File: src/rtl/snake_step_ctrl.sv
// Snake head step controller: paces direction buttons into one-cycle
// step/load commands for the X/Y parallel-load up/down position counters.
module snake_step_ctrl #(
    parameter int         WIDTH     = 8,
    parameter int         GRID_W    = 16,
    parameter int         GRID_H    = 12,
    parameter int         TICK_DIV  = 4,
    parameter logic [1:0] START_DIR = 2'd0
) (
    input  logic             clk,
    input  logic             reset,
    input  logic             run_en,
    input  logic             btn_up,
    input  logic             btn_down,
    input  logic             btn_left,
    input  logic             btn_right,
    input  logic [WIDTH-1:0] x_pos,
    input  logic [WIDTH-1:0] y_pos,
    output logic             x_step,
    output logic             x_sel,
    output logic             x_down,
    output logic [WIDTH-1:0] x_in,
    output logic             y_step,
    output logic             y_sel,
    output logic             y_down,
    output logic [WIDTH-1:0] y_in,
    output logic [1:0]       dir,
    output logic             running
);

    localparam int               DIV_W   = $clog2(TICK_DIV);
    localparam logic [DIV_W-1:0] DIV_MAX = DIV_W'(TICK_DIV - 1);
    localparam logic [WIDTH-1:0] X_LAST  = WIDTH'(GRID_W - 1);
    localparam logic [WIDTH-1:0] X_SIZE  = WIDTH'(GRID_W);
    localparam logic [WIDTH-1:0] Y_LAST  = WIDTH'(GRID_H - 1);
    localparam logic [WIDTH-1:0] Y_SIZE  = WIDTH'(GRID_H);

    localparam logic [1:0] D_RIGHT = 2'd0;
    localparam logic [1:0] D_LEFT  = 2'd1;
    localparam logic [1:0] D_UP    = 2'd2;
    localparam logic [1:0] D_DOWN  = 2'd3;

    typedef enum logic {S_IDLE, S_RUN} state_t;

    state_t           r_state, w_state_nxt;
    logic [DIV_W-1:0] r_div;
    logic [1:0]       r_dir, r_pend;
    logic             r_x_step, r_x_sel, r_x_down;
    logic             r_y_step, r_y_sel, r_y_down;
    logic [WIDTH-1:0] r_x_in, r_y_in;

    logic             w_tick, w_btn_vld, w_rev;
    logic [1:0]       w_btn_dir, w_pend_nxt;
    logic             w_x_axis, w_x_load, w_y_load;
    logic [WIDTH-1:0] w_x_ld_val, w_y_ld_val;

    always_ff @(posedge clk or posedge reset) begin
        if (reset) r_state <= S_IDLE;
        else       r_state <= w_state_nxt;
    end

    always_comb begin
        w_state_nxt = r_state;
        case (r_state)
            S_IDLE:  if (run_en)  w_state_nxt = S_RUN;
            S_RUN:   if (!run_en) w_state_nxt = S_IDLE;
            default: w_state_nxt = S_IDLE;
        endcase
    end

    assign w_tick = (r_state == S_RUN) && run_en && (r_div == DIV_MAX);

    // Fixed priority up > down > left > right.
    assign w_btn_vld = btn_up | btn_down | btn_left | btn_right;
    assign w_btn_dir = btn_up ? D_UP : btn_down ? D_DOWN : btn_left ? D_LEFT : D_RIGHT;
    // Opposite directions differ only in bit 0 with this encoding.
    assign w_rev      = ((w_btn_dir ^ r_dir) == 2'b01);
    assign w_pend_nxt = (w_btn_vld && !w_rev) ? w_btn_dir : r_pend;

    assign w_x_axis   = ~r_pend[1];
    assign w_x_load   = (r_pend == D_RIGHT) ? (x_pos >= X_LAST)
                                            : ((x_pos == '0) || (x_pos >= X_SIZE));
    assign w_x_ld_val = (r_pend == D_RIGHT) ? '0 : X_LAST;
    assign w_y_load   = (r_pend == D_DOWN) ? (y_pos >= Y_LAST)
                                           : ((y_pos == '0) || (y_pos >= Y_SIZE));
    assign w_y_ld_val = (r_pend == D_DOWN) ? '0 : Y_LAST;

    always_ff @(posedge clk or posedge reset) begin
        if (reset) begin
            r_div    <= '0;
            r_dir    <= START_DIR;
            r_pend   <= START_DIR;
            r_x_step <= 1'b0;
            r_x_sel  <= 1'b0;
            r_x_down <= 1'b0;
            r_x_in   <= '0;
            r_y_step <= 1'b0;
            r_y_sel  <= 1'b0;
            r_y_down <= 1'b0;
            r_y_in   <= '0;
        end else begin
            r_pend   <= w_pend_nxt;
            r_x_step <= 1'b0;
            r_x_sel  <= 1'b0;
            r_x_down <= 1'b0;
            r_y_step <= 1'b0;
            r_y_sel  <= 1'b0;
            r_y_down <= 1'b0;
            if (r_state == S_RUN && w_state_nxt == S_RUN)
                r_div <= (r_div == DIV_MAX) ? '0 : r_div + 1'b1;
            else
                r_div <= '0;
            if (w_tick) begin
                r_dir <= r_pend;
                if (w_x_axis) begin
                    r_x_step <= 1'b1;
                    r_x_sel  <= w_x_load;
                    r_x_down <= ~w_x_load & r_pend[0];
                    if (w_x_load) r_x_in <= w_x_ld_val;
                end else begin
                    r_y_step <= 1'b1;
                    r_y_sel  <= w_y_load;
                    r_y_down <= ~w_y_load & ~r_pend[0];
                    if (w_y_load) r_y_in <= w_y_ld_val;
                end
            end
        end
    end

    assign x_step  = r_x_step;
    assign x_sel   = r_x_sel;
    assign x_down  = r_x_down;
    assign x_in    = r_x_in;
    assign y_step  = r_y_step;
    assign y_sel   = r_y_sel;
    assign y_down  = r_y_down;
    assign y_in    = r_y_in;
    assign dir     = r_dir;
    assign running = (r_state == S_RUN);

endmodule

File: config.mk
export PLATFORM = sky130hd
export DESIGN_NAME = snake_step_ctrl
export DESIGN_NICKNAME = d
export VERILOG_FILES = /design/src/rtl/snake_step_ctrl.sv
export SDC_FILE = /design/constraint.sdc
export NUM_CORES = 1
export LEC_CHECK = 0
export BUFFER_PORTS_ARGS = -buffer_cell sky130_fd_sc_hd__buf_2
export CAP_MARGIN = 25
export CELL_PAD_IN_SITES_DETAIL_PLACEMENT = 0
export CELL_PAD_IN_SITES_GLOBAL_PLACEMENT = 1
export CORE_MARGIN = 2
export CORE_UTILIZATION = 29
export CTS_CLUSTER_DIAMETER = 150
export DETAILED_ROUTE_END_ITERATION = 8
export GPL_TIMING_DRIVEN = 0
export PLACE_DENSITY_LB_ADDON = 0.1
export SETUP_SLACK_MARGIN = 0.2
export SYNTH_ARGS = -nofsm -noshare
export SYNTH_HDL_FRONTEND = slang
export SYNTH_SLANG_ARGS = --single-unit
File: constraint.sdc
create_clock -name clk -period 1.5 [get_ports clk]
set_input_delay 0.225 -clock clk [delete_from_list [all_inputs] [get_ports clk]]
set_output_delay 0.225 -clock clk [all_outputs]
set_load 0.02 [all_outputs]
* Word-level counts from Yosys, hierarchy flattened
Cells that the tools add are included.
** Cells by class
- Order comparisons :: 4
- Multiplexer cells :: 22
- Bitwise gates (word level) :: 10
- Reductions and logical operators :: 12
- $add $sub $neg :: 1
- Equality and inequality tests :: 3
** Operators with widths (number)
- 8-bit by 4-bit greater-or-equal comparator with 1-bit output (second input constant) :: 3
- 8-bit logical NOT :: 2
- 1-bit 2-to-1 mux :: 16
- 8-bit by 5-bit greater-or-equal comparator with 1-bit output (second input constant) :: 1
- 2-bit 2-to-1 mux :: 4
- 4-bit 2-to-1 mux :: 2
- 3-bit AND reduction :: 2
- 2-bit equality test (second input constant) :: 2
- 1-bit logical AND :: 4
- 1-bit inverter :: 4
- 1-bit bitwise OR :: 3
- 2-bit by 1-bit adder with 2-bit output (second input constant) :: 1
- 1-bit AND :: 2
- 2-bit by 1-bit equality test with 1-bit output (second input constant) :: 1
- 2-bit logical NOT :: 1
- 1-bit logical OR :: 2
- 2-bit XOR :: 1
- 1-bit logical NOT :: 1
** Storage, ports and cells
- Word-level logic and storage cells :: 64
- Output and inout bits :: 25
- Input port bits :: 23
- Register bits after elaboration :: 29

* Logic depth before layout (Yosys ltp)
- Depth after elaboration :: 7
- Gate-level depth with buffers :: 5
- Mapped depth without buffers :: 5

* Least setup slack after synthesis
No wires, ideal clock.
- Path type :: register to register
- Start point :: register r_dir[0] (netlist: dir[0])
- End point :: register r_pend[1]
- Clock period less this slack :: 1.345 ns
- Buffers on the path :: 0
- Stages on the path, launching flop included :: 5
- Library setup time :: 0.079 ns
- Arrival time :: 1.266 ns
- Required time :: 1.421 ns
- Setup slack :: 0.155 ns
- Cells stage by stage :: dfrtp_1 > a211o_1 > a211oi_1 > a41o_1 > mux2i_1
** On the way
- Cells in the longest elaborated chain, start to end :: 4
** RTL lines
- start, declared :: RTL line 47 : logic [1:0] r_dir, r_pend;
- start signal, assigned :: RTL line 114 : r_dir <= r_pend;
- 2-bit XOR :: RTL line 77 : assign w_rev = ((w_btn_dir ^ r_dir) == 2'b01);
- 2-bit by 1-bit equality test with 1-bit output :: RTL line 77
- 1-bit logical NOT :: RTL line 78 : assign w_pend_nxt = (w_btn_vld && !w_rev) ? w_btn_dir : r_pend;
- 1-bit logical AND :: RTL line 78
- end signal, assigned :: RTL line 102 : r_pend <= w_pend_nxt;
- end, declared :: RTL line 47
No other way between the ends.
A chain may end at the register's enable or synchronous reset.

* Final worst setup path
- Start point :: register r_dir[0] (netlist: dir[0])
- End point :: register r_pend[0]
The elaborated chain is that of the path after synthesis.

==> impl.org <==
** Outcome
- Result of the run :: completed

** Clock network
- CTS H-Tree Depth :: 1
- The tree is rooted in a clkbuf_4.
- Clock tree sinks :: 15
- The clock reaches the later pin of the worst-skew pair after between 0.2 and 0.3 ns.
- TritonCTS built the clock tree.
- Clock-pin slew was measured on the worst setup and hold paths at roughly 0.10 ns.
- No sink is reached through more buffers than the 2 on the longest clock path.
- Number of CTS-inserted buffers :: 3

** Min path
- The path class of the tightest hold or removal check is in2reg.
- In this run the most critical hold path is launched from run_en.

** Layout
- Count of filler cells inserted in the layout :: 271
- Fraction of layout cells with a size suffix above 1 :: 50.0%
- The final layout contains 159 nets.
- Most common library cell in the layout ignoring fill and taps :: buf_2
- Once layout is done, the placed cells without fillers occupy around 1100 µm².
- Syn-to-layout area delta :: 41.3%
- Antenna cell count :: 0
- The top cell types in the final layout, fill and taps aside, are 38 x buf_2, 15 x buf_4, 14 x dfrtp_1.
- Final standard cell count with taps included and fillers excluded :: about 160

** Floorplanning
- The floorplan step set the die width to ~56 µm.
- Total I/O pin count :: 48
- Site Rows :: 18
- The floorplan step defined a die boundary enclosing approximately 3200 µm².
- In this run the vertical extent of the chip is roughly 56 µm.
- Once the floorplan was initialized, standard cells occupied 31.2% of the core.
- After floorplanning, the core was sized to cover roughly 2500 µm².

** Timing
- Setup violations remaining at the end of the flow were counted as 0.
- Final hold analysis gives a worst-case slack of 0.104 ns.
- The max-slew violation total from the final report came to 0.
- The worst pin sits at a relative slew slack of 62.6%.
- Static timing analysis puts the maximum clock frequency at approximately 0.78 GHz.
- After layout, the minimum clock period comes to approximately 1.3 ns.
- The number of hold violations in the final report was 0.
- Part of the cycle the worst path needs :: between 80% and 90%
- RSZ-0062 raised after global routing :: true
- Total negative setup slack :: 0 ns
- Across the routed clock network, the largest skew measured is around 0.0087 ns.
- Slew at the pin with the worst max-slew slack :: about 0.56 ns
- Worst Slack Setup Final :: approximately 0.22 ns

** Route
- DR vias/cell :: roughly 4.2
- Number of DRC markers after the initial detailed-route iteration :: 11
- The count of nets left with antenna violations once routing finished came out at 0.
- After detailed routing, the number of remaining DRC violations is 0.
- Wire length per cell after detailed routing :: 9.46 µm
- Wires add up to 1550 µm.
- Across all layers, the routed design uses approximately 690 vias.
- Number of iterations in the first detailed-routing pass :: 4

** Yosys
- Ranked by total cell area, the synthesized netlist is headed by dfrtp_1 47%, buf_4 13%, nand2_1 3.3%, nor2_1 3.3%, inv_1 2.8%.
- Sequential share of the synthesized area :: a little under half
- Ys Warns :: 0
- In the synthesized netlist, the number of instances is just over 80.
- Post-synth top area cell :: dfrtp_1
- Netlist cell types :: 29
- Counting flops and latches in the post-synthesis netlist gives 15.
- Synth top area share :: 47.2%
- In this run the cell area of the synthesized design comes to approximately 790 µm².
- After synthesis, the mean cell area works out to slightly below 10 µm².

** Place
- At the placement stage, the worst setup path has a slack of 0.0733 ns.
- Port bufs :: 38
- Routability-driven placement finished with a final weighted congestion of 0.674.
- Placed Cells :: about 160
- The placed instances occupy a cell area of about 1100 µm².
- Hpwl dp :: around 1200 µm

** Critical path
- The setup check on the worst reg-to-reg path leaves a slack of around 0.22 ns.
- In this run the worst setup path begins at dir[0]$_DFFE_PP0P_.
- STA puts the critical path data required time at between 1.5 and 2 ns.
- The worst setup path is captured at a flop.
- Maximum net fanout on the critical path :: 6
- The critical path is of the reg2reg type.
- Critical path data arrival time :: around 1.5 ns
- The startpoint identified for the worst register-to-register timing path is dir[0]$_DFFE_PP0P_.
- Type of element launching the critical path :: flop

** Pwr
- Combinational logic burns 21.6% of the power.
- Cell area power density :: between 700 and 800 nW/µm²
- Clock network power share :: around 27%
- Internal power comes to roughly 0.6 mW.
- The worst-case IR drop observed on VDD is slightly below 0.7 mV.
- Sequential Power Share :: about half
- Leakage power :: roughly 0.64 nW
- Net switching component of the power :: approximately 0.25 mW
- Switching share of total power :: 29.1%

** Global route
- Initial antenna violation count :: 0
- Vias in the first global route :: slightly above 600
- Overall Global Routing Usage :: between 10% and 20%
- Wire length of the first global-routing pass :: between 2000 and 3000 µm
- Largest net degree at the start of global routing :: 16
- After global routing the overflow that remains totals 0.

** Flow run
- Max-cap violation count :: 0
## worst paths after layout
check | end | cells after the start
min in group asynchronous | y_sel$_DFF_PP0_ | 3
worst min register to register | r_div[0]$_DFF_PP0_ | 1
worst min-delay path | running$_DFF_PP0_ | 1
worst max-delay path | r_pend[0]$_DFFE_PP0P_ | 5
worst max register to register | r_pend[0]$_DFFE_PP0P_ | 5
max in group asynchronous | dir[0]$_DFFE_PP0P_ | 3
## per-layer routing
metal  wire length, µm  global-route usage (%)  up-vias
li1                  -                       -      360
met1               621                    12.0      300
met2               759                    17.6       31
met3               161                    5.07        2
met4                 9                    2.04        0
met5                 0                       0        -
## final cells by class
class                      count  area [µm²]  area share (%)
multi-input combinational     54         338            30.1
buffer                        15         113            10.0
tap                           30        37.5            3.34
sequential                    15         377            33.6
clock buffer                   3        22.5            2.01
inverter                       6        22.5            2.01
clock inverter                 1        5.00           0.446
timing repair buffer          40         208            18.5
## stage by stage
| stage | total power [mW] | utilization (%) |
|---|---|---|
| 4_1_cts | 0.858 | 43.5 |
| 2_1_floorplan | 0.556 | - |
| 5_1_grt | 0.889 | 44.1 |
| 3_3_place_gp | 0.616 | 41.6 |
| 6_report | 0.849 | 44.1 |
| 3_5_place_dp | 0.619 | 41.6 |
## cell families (layout without fill, tap and decap cells)
| kind of cell | count (synthesis) | in the layout | share of synthesized area (%) |
|---|---|---|---|
| multiplexers | 4 | 4 | 5.67 |
| AO/OA/AOI/OAI | 9 | 9 | 8.19 |
| AND/OR/NAND/NOR | 30 | 30 | 19.2 |
| XOR/XNOR | 1 | 1 | 1.10 |
| flip-flops | 15 | 15 | 47.2 |
| adder cells (fa/ha/maj) | 1 | 1 | 1.57 |
| buffers and inverters | 21 | 65 | 16.5 |
| other | 1 | 9 | 0.472 |
## state kept, by name, summed over array words and instances, names as in the netlist
name / flops
x_down: 1
r_div: 2
running: 1
y_in: 1
r_pend: 2
x_sel: 1
y_down: 1
dir: 2
x_step: 1
y_sel: 1
y_step: 1
x_in: 1
## what timing repair did
action                                  CTS  global route
endpoints found under the hold margin    15             0
buffers inserted                          1             0
resized for setup                         2             5
endpoints found under the setup margin    3             5
hold buffers                              1             0
pin swaps                                 1             0
## worst max-delay path, stage by stage, from the launching register on
cell and delay, ns:
dfrtp_2 0.42, buf_4 0.15, nor2_2 0.11, a211oi_2 0.07, a41o_1 0.24, a21o_1 0.18
## synth_stat cells, drive strengths merged
cell,n
and3,1
inv,6
a211oi,1
o21ai,4
mux2,1
a211o,1
clkbuf,1
o21a,1
nand4,2
nor3,3
nor4,3
dfrtp,15
a21o,1
ha,1
xor2,1
nand2,7
buf,14
nand3b,1
nand2b,1
conb,1
nor2,7
or4,2
a41o,1
mux2i,3
nand3,3
## power groups by stage
| stage | sequential [mW] | clock (mW) | combinational, mW |
|---|---|---|---|
| floorplan | 0.450 | 0 | 0.106 |
| global placement | 0.443 | 0 | 0.173 |
| detailed placement | 0.444 | 0 | 0.174 |
| CTS | 0.435 | 0.243 | 0.181 |
| global route | 0.439 | 0.249 | 0.201 |
| finish | 0.435 | 0.231 | 0.183 |
Power figures use the tool's default switching activity.
